[src/rtl/thread_fetch_scheduler.sv]
// Fetch-side thread scheduler: holds one PC per hardware thread, picks the next eligible thread
// round-robin and issues (tid, pc, pc+4) to instruction memory over a registered valid/ready request.
module thread_fetch_scheduler #(
  parameter int unsigned NUM_THREADS   = 8,
  parameter int unsigned TID_W         = 3,
  parameter logic [31:0] RESET_PC      = 32'h0000_0000,
  parameter logic [31:0] THREAD_STRIDE = 32'h0000_0400
) (
  input  logic                   clk,
  input  logic                   reset,
  input  logic [NUM_THREADS-1:0] thread_en,
  input  logic                   redirect_valid,
  input  logic [TID_W-1:0]       redirect_tid,
  input  logic [31:0]            redirect_pc,
  output logic                   req_valid,
  input  logic                   req_ready,
  output logic [TID_W-1:0]       req_tid,
  output logic [31:0]            req_pc,
  output logic [31:0]            req_pcplus4,
  output logic [NUM_THREADS-1:0] inflight,
  output logic                   redirect_err
);

  localparam int unsigned PcW = 32;

  logic [PcW-1:0]         pcQ [NUM_THREADS];
  logic [PcW-1:0]         pcD [NUM_THREADS];
  logic [TID_W-1:0]       rrPtrQ;
  logic [TID_W-1:0]       rrPtrD;
  logic [NUM_THREADS-1:0] inflightD;
  logic                   redirectErrD;
  logic                   reqValidD;
  logic [TID_W-1:0]       reqTidD;
  logic [PcW-1:0]         reqPcD;
  logic [PcW-1:0]         reqPcPlus4D;

  logic [NUM_THREADS-1:0] eligible;
  logic                   anyEligible;
  logic [TID_W-1:0]       grantTid;
  logic [TID_W-1:0]       candTid;
  logic                   loadReq;

  // Round-robin arbiter: first eligible thread after rrPtrQ, wrapping; rrPtrQ itself is checked last.
  always_comb begin
    eligible    = thread_en & ~inflight;
    anyEligible = 1'b0;
    grantTid    = '0;
    candTid     = '0;
    for (int unsigned i = 1; i <= NUM_THREADS; i++) begin
      candTid = rrPtrQ + TID_W'(i);
      if (!anyEligible && eligible[candTid]) begin
        anyEligible = 1'b1;
        grantTid    = candTid;
      end
    end
  end

  assign loadReq = !req_valid || req_ready;

  // Next-state: redirect re-arms a thread; a grant (applied last) marks the granted thread in flight.
  always_comb begin
    pcD          = pcQ;
    rrPtrD       = rrPtrQ;
    inflightD    = inflight;
    redirectErrD = redirect_err;
    reqValidD    = req_valid;
    reqTidD      = req_tid;
    reqPcD       = req_pc;
    reqPcPlus4D  = req_pcplus4;

    if (redirect_valid) begin
      if (!inflight[redirect_tid]) begin
        redirectErrD = 1'b1;
      end
      inflightD[redirect_tid] = 1'b0;
      pcD[redirect_tid]       = redirect_pc;
    end

    if (loadReq) begin
      if (anyEligible) begin
        reqValidD           = 1'b1;
        reqTidD             = grantTid;
        reqPcD              = pcQ[grantTid];
        reqPcPlus4D         = pcQ[grantTid] + PcW'(4);
        inflightD[grantTid] = 1'b1;
        rrPtrD              = grantTid;
      end else begin
        reqValidD = 1'b0;
      end
    end
  end

  always_ff @(posedge clk) begin
    if (reset) begin
      for (int unsigned i = 0; i < NUM_THREADS; i++) begin
        pcQ[i] <= RESET_PC + (PcW'(i) * THREAD_STRIDE);
      end
      rrPtrQ       <= TID_W'(NUM_THREADS - 1);
      inflight     <= '0;
      redirect_err <= 1'b0;
      req_valid    <= 1'b0;
      req_tid      <= '0;
      req_pc       <= '0;
      req_pcplus4  <= '0;
    end else begin
      pcQ          <= pcD;
      rrPtrQ       <= rrPtrD;
      inflight     <= inflightD;
      redirect_err <= redirectErrD;
      req_valid    <= reqValidD;
      req_tid      <= reqTidD;
      req_pc       <= reqPcD;
      req_pcplus4  <= reqPcPlus4D;
    end
  end

endmodule

[config.mk]
export PLATFORM = sky130hd
export DESIGN_NAME = thread_fetch_scheduler
export DESIGN_NICKNAME = d
export VERILOG_FILES = /design/src/rtl/thread_fetch_scheduler.sv
export SDC_FILE = /design/constraint.sdc
export NUM_CORES = 1
export LEC_CHECK = 0
export CORE_MARGIN = 2
export CORE_UTILIZATION = 45
export CTS_BUF_LIST = sky130_fd_sc_hd__clkbuf_16
export CTS_CLUSTER_SIZE = 20
export DETAILED_ROUTE_END_ITERATION = 7
export PLACE_DENSITY = 0.75
export REMOVE_ABC_BUFFERS = 1
export SKIP_LAST_GASP = 1
export SYNTH_ARGS = -nofsm -noshare
export SYNTH_HDL_FRONTEND = slang
export SYNTH_SLANG_ARGS = --single-unit
[constraint.sdc]
create_clock -name clk -period 10 [get_ports clk]
set_input_delay 2 -clock clk [delete_from_list [all_inputs] [get_ports clk]]
set_output_delay 2 -clock clk [all_outputs]
set_load 0.02 [all_outputs]
==> results of run 1 <==
area by class of cell:
| class | instances | share of cell area, % |
|---|---|---|
| clock inverter | 26 | 1.13 |
| timing repair buffer | 154 | 8.02 |
| multi-input combinational | 1542 | 46.0 |
| clock buffer | 36 | 4.92 |
| sequential | 334 | 36.5 |
| tap | 461 | 3.15 |
| inverter | 11 | 0.232 |
| antenna | 1 | 0.0137 |
cells by family after synthesis:
logic type,Yosys count,share of synthesized area (%)
muxes,114,8.73
and+or+nand+nor,969,26.0
buffers and inverters,202,5.78
AOI/OAI and AO/OA,450,17.0
adders and majority gates,3,0.235
xor gates and xnor gates,6,0.329
DFF,334,41.9
registers in the layout (all words and copies together) (netlist names):
signal,cells
pcQ,256
redirect_err,1
inflight,8
req_pcplus4,30
req_tid,3
req_pc,32
req_valid,1
rrPtrQ,3
critical path, delay by kind of cell:
| family | cells | cell delay, ns |
|---|---|---|
| AND/OR/NAND/NOR | 7 | 3.25 |
| buffers and inverters | 2 | 0.83 |
| multiplexers | 3 | 1.47 |
| AO/OA/AOI/OAI | 2 | 0.57 |
cell usage after synthesis, drive strengths merged (7+ instances only):
cell,number,area (um^2)
a211oi,26,195
a21oi,281,1420
a22oi,15,113
a311oi,9,78.8
a31oi,15,93.8
a32oi,18,158
and3,19,119
buf,42,282
clkbuf,149,599
dfxtp,334,6690
inv,9,33.8
mux2i,93,943
mux4,19,428
nand2,661,2480
nand2b,20,125
nand3,95,475
nand3b,8,60.1
nand4,7,43.8
nor2,82,310
nor2b,13,81.3
nor3,23,120
o211ai,8,60.1
o21ai,24,124
o311ai,12,105
or4,10,90.1
per-layer routing:
metal  up-vias  share of wire, %  GRT usage (%)
li1       7132                 -              -
met1      7216                40           35.2
met2       841                46           43.6
met3       149                10           5.42
met4         2               4.0           12.3
met5         -             0.014              0
power by group through the flow:
| stage | clock network [mW] | logic (mW) | registers, mW |
|---|---|---|---|
| 2_1_floorplan | 0 | 2.81 | 1.68 |
| 4_1_cts | 1.29 | 4.13 | 1.58 |
| 6_report | 1.29 | 4.22 | 1.58 |
| 3_3_place_gp | 0 | 4.05 | 1.60 |
| 5_1_grt | 1.35 | 4.50 | 1.59 |
| 3_5_place_dp | 0 | 4.11 | 1.60 |
how the worst max path moves through the flow:
stage	start	endpoint	slack, ns
after floorplan	thread_en[3]	req_pcplus4[27]$_SDFFE_PP0P_	-0.04
after global placement	thread_en[3]	req_pcplus4[30]$_SDFFE_PP0P_	1.99
after CTS	thread_en[7]	req_pcplus4[30]$_SDFFE_PP0P_	2.36
final	thread_en[7]	req_pcplus4[30]$_SDFFE_PP0P_	2.30
after detailed placement	thread_en[7]	req_pcplus4[30]$_SDFFE_PP0P_	1.82
after global routing	thread_en[6]	req_pcplus4[30]$_SDFFE_PP0P_	1.90
==> results.md, run 1 <==
- Share of total power in sequential cells: 22.3%
- Status: finished clean
- Detailed-route vias per instance: 5.98
- Post-place instance area: 17200 um^2
- Routed Antenna Nets: 0
- Synthesis-stage register bit count: 334
- # IOs: 124
- Multi-input gate area: 8420 um^2
- HPWL after DPL: 30500 um
- DR DRC count: 0
- Hold Vio Cnt, Final: 0
- RR Startpoint: rrPtrQ[0]$_SDFFE_PP1P_
- CP cell instances: clkdlybuf4s50_1 > nor2b_1 > mux2i_1 > mux4_2 > or3b_1 > or4_4 > a21oi_4 > or2_2 > buf_4 > mux4_2 > or4_4 > nor4_1 > nand2_1 > o311ai_1
- Worst path slowest cell: nor4_1
- Tmin final: 7.70 ns
- Crit Path Class: input pin to flop
- Mean Syn Cell Area: 7.69 um^2
- Worst Setup Start Kind: input pin
- Worst Path Required: 10.44 ns
- CTS Buffer Depth: 3
- Most common cell after layout, fill and taps aside: nand2_1
- Clock Sinks: 334
- Worst skew pair latency: 0.54 ns
- Clock Power Share: 18.1%
- Worst slew margin: 22.9%
- Yosys warns: 0
- DRT iter0 DRCs: 1857
- Grt ovf: 0
- Postcts setup bufs: 0
- Finished Layout Cells: 2565
- Dominant synthesized flop cell: dfxtp_1
- Die X: 192 um
- PwrDens: 387 nW/um^2
- Ys async rst share: 0%
- Net Switching: 3.44 mW
- GP Congestion: 0.884
- Tightest Pin Transition: 1.16 ns
- WHS Path Cells: 2
- Final Skew: 0.0291 ns
- Min-delay src: pcQ[65]$_SDFFE_PP0P_
- Fin util: 52.0%
- Die Span Y: 192 um
- DP Worst Slack: 1.82 ns
- RSZ-0062 raised after global routing: no
- CORE AREA: 35200 um^2
- Reg2Reg Setup Slack: 2.56 ns
- Setup TNS: 0 ns
- Total power: 7.08 mW
- TritonRoute pass-1 iters: 7
- RR Endpoint: req_pcplus4[30]$_SDFFE_PP0P_
- Number of flops mapped to enable cells by yosys: 0
- CTS Root Cell: clkbuf_16
- DP Cell Count: 2502
- Path depth of the worst reg2reg path: 14
- CTS H-tree depth: 2
- Peak VDD IR: 0.277 mV
- Syn Inst Count: 2078
- Final period util: 77.0%
- WL final: 51700 um
- GR Util All Layers: 27.1%
- Crit path arrival time: 8.14 ns
- Max-Cap Viols: 0
- Setup ws final: 2.30 ns
- Distinct cells, synth: 81
- Wire per inst: 20.1 um
- Cts repair resizes: 0
- Initial Util: 45.4%
- Total CTS buffers: 35
- First-pass GRT wire length: 78500 um
- Comb power frac: 59.6%
- Net Sw Frac: 48.5%
- Min-delay worst type: flop to flop
- Synthesis-to-finish area growth: 14.6%
- Crit Path Max Fanout: 24
- Worst setup EP type: flop
- Vias in the first global route: 14200
- PortBufs: 123
- Fillers: 3282
- CTS Hold Bufs: 0
- # rows: 69
- Pint: 3.65 mW
- CTS tree: yes
- Largest net degree at the start of global routing: 111
- DIE AREA: 37000 um^2
- DR vias: 15300
- Static Leak: 6.45 nW
- Seq/Total Area, Yosys: 41.9%
- Setup violators final: 0
- Worst Hold End: pcQ[65]$_SDFFE_PP0P_
- FMAX: 130 MHz
- FF/Latch Area: 6690 um^2
- Initial antenna violation count: 2
- Fin. max-slew vios: 0
- Layout Nets: 2128
- CP peak stage delay: 0.78 ns
- Most frequent cells in the layout: nand2_1 (658), dfxtp_1 (334), a21oi_1 (279)
- Post-route cell area: 18300 um^2
- Ratio of cells with drive above 1 in the final layout: 6.51%
- Clock transition at path regs: 0.06 ns
- Hold slack: 0.453 ns
- Syn Std Cell Area: 16000 um^2
(Power assumes the default switching activity.)
==> run 2: changes to the inputs <==
--- a/config.mk
+++ b/config.mk
@@ -10,7 +10,7 @@
 export CTS_BUF_LIST = sky130_fd_sc_hd__clkbuf_16
 export CTS_CLUSTER_SIZE = 20
 export DETAILED_ROUTE_END_ITERATION = 7
-export PLACE_DENSITY = 0.75
+export PLACE_DENSITY = 0.78
 export REMOVE_ABC_BUFFERS = 1
 export SKIP_LAST_GASP = 1
 export SYNTH_ARGS = -nofsm -noshare
==> constraint.sdc (replaced) <==
create_clock -name clk -period 6.17 [get_ports clk]
set_input_delay 1.234 -clock clk [delete_from_list [all_inputs] [get_ports clk]]
set_output_delay 1.234 -clock clk [all_outputs]
set_load 0.02 [all_outputs]
==> results.md, run 2 (synthesized netlist as in run 1, its figures left out) <==
- # IOs: 124
- # rows: 69
- CTS Hold Bufs: 0
- HPWL after DPL: 32400 um
- Wire per inst: 19.7 um
- Fin. max-slew vios: 0
- Initial antenna violation count: 0
- Vias in the first global route: 15000
- Max-Cap Viols: 0
- Largest net degree at the start of global routing: 232
- Regs by FF count: pcQ (256), req_pc (32), req_pcplus4 (30)
- Fin util: 54.3%
- Worst setup EP type: flop
- TritonRoute pass-1 iters: 6
- Layout Nets: 2222
- Tightest Pin Transition: 1.10 ns
- Final period util: 94.4%
- CP peak stage delay: 0.54 ns
- Total power: 13.0 mW
- Most frequent cells in the layout: nand2_1 (658), dfxtp_1 (334), a21oi_1 (279)
- RSZ-0062 raised after global routing: no
- GP Congestion: 0.951
- Postcts setup bufs: 0
- PwrDens: 678 nW/um^2
- Most common cell after layout, fill and taps aside: nand2_1
- DRT iter0 DRCs: 1615
- Hold Vio Cnt, Final: 0
- Largest register by flop count: pcQ
- Crit Path Max Fanout: 43
- Setup ws final: 0.343 ns
- Detailed-route vias per instance: 5.92
- Hold slack: 0.453 ns
- Crit-path most repeated cell: a32oi_1
- Clock transition at path regs: 0.06 ns
- Die X: 192 um
- Worst skew pair latency: 0.53 ns
- CTS Buffer Depth: 3
- Worst Path Required: 6.63 ns
- DR vias: 15700
- Tmin final: 5.83 ns
- Crit Path Class: input pin to flop
- Initial Util: 45.4%
- GR Util All Layers: 27.8%
- CTS Root Cell: clkbuf_16
- Die Span Y: 192 um
- FMAX: 172 MHz
- CTS H-tree depth: 2
- Synthesis-to-finish area growth: 19.8%
- Worst path slowest cell: clkdlybuf4s50_1
- Peak VDD IR: 0.701 mV
- Static Leak: 6.96 nW
- CORE AREA: 35200 um^2
- Final Skew: 0.0242 ns
- Cts repair resizes: 0
- Crit path arrival time: 6.29 ns
- Fillers: 3254
- Ant diodes: 0
- DR DRC count: 0
- First-pass GRT wire length: 81100 um
- Status: finished clean
- Setup violators final: 0
- CP cell instances: clkdlybuf4s50_1 > or3b_1 > and2_4 > mux4_2 > a221o_1 > a32oi_1 > o21a_2 > buf_12 > nand2_1 > a32oi_1 > mux2i_1 > a211o_1 > or3_1 > buf_4 > or4_1 > nand3_1
- DP Worst Slack: -0.0675 ns
- CTS tree: yes
- Min-delay worst type: flop to flop
- WL final: 52400 um
- Worst slew margin: 26.2%
- Ratio of cells with drive above 1 in the final layout: 10.4%
- Routed Antenna Nets: 0
- Grt ovf: 0
- DIE AREA: 37000 um^2
- Worst Setup Start Kind: input pin
- PortBufs: 123
- Clock Sinks: 334
- Total CTS buffers: 36
- Largest register FFs: 256
## run 2: cell types whose count changed in the layout (fill, tap and decap cells not counted), sizes merged
cell    delta
clkbuf     +2
inv        +2
diode      -1
clkinv     -1
buf       +93
## run 2: report_power, final
group          internal (mW)  total (mW)  switching (mW)
sequential              2.38        2.53           0.151
clock                   1.24        2.12           0.878
combinational           3.42        8.33            4.90
## run 2: layout make-up
type | instances | area, um^2 | share of cell area (%)
Clock inverter | 27 | 205 | 1.07
Sequential cell | 334 | 6690 | 34.9
Multi-Input combinational cell | 1542 | 8420 | 44.0
Timing Repair Buffer | 247 | 2250 | 11.8
Tap cell | 461 | 577 | 3.01
Inverter | 11 | 42.5 | 0.222
Clock buffer | 38 | 951 | 4.97
## run 2: stage by stage
stage	TNS, ns	std cells	instance area (um^2)
2_1_floorplan	-110.01	1887	15100
3_3_place_gp	-0.0284	2595	18000
5_1_grt	0	2660	19100
4_1_cts	0	2660	19100
6_report	0	2660	19100
3_5_place_dp	-0.183	2595	18000
## run 2: per-layer routing
| layer | vias to the layer above | GRT usage (%) | wire (um) |
|---|---|---|---|
| met5 | - | 0 | 0 |
| met4 | 0 | 14.7 | 2700 |
| met3 | 195 | 5.26 | 4790 |
| met2 | 771 | 45.7 | 24300 |
| met1 | 7444 | 34.7 | 20500 |
| li1 | 7334 | - | - |
## run 2: worst max-delay path: cells and delay by family
family	cells	cell delay, ns
simple gates	6	1.71
compound gates	5	1.53
buf+inv	3	1.03
mux	2	0.73
## run 2: worst paths after layout
path	from	endpoint	slack [ns]	cells after the start
setup / recovery	thread_en[1]	req_pcplus4[18]$_SDFFE_PP0P_	0.34	16
hold / removal	pcQ[26]$_SDFFE_PP0P_	pcQ[26]$_SDFFE_PP0P_	0.45	2
setup reg to reg	rrPtrQ[0]$_SDFFE_PP1P_	req_pcplus4[18]$_SDFFE_PP0P_	0.77	16
hold reg to reg	pcQ[26]$_SDFFE_PP0P_	pcQ[26]$_SDFFE_PP0P_	0.45	2
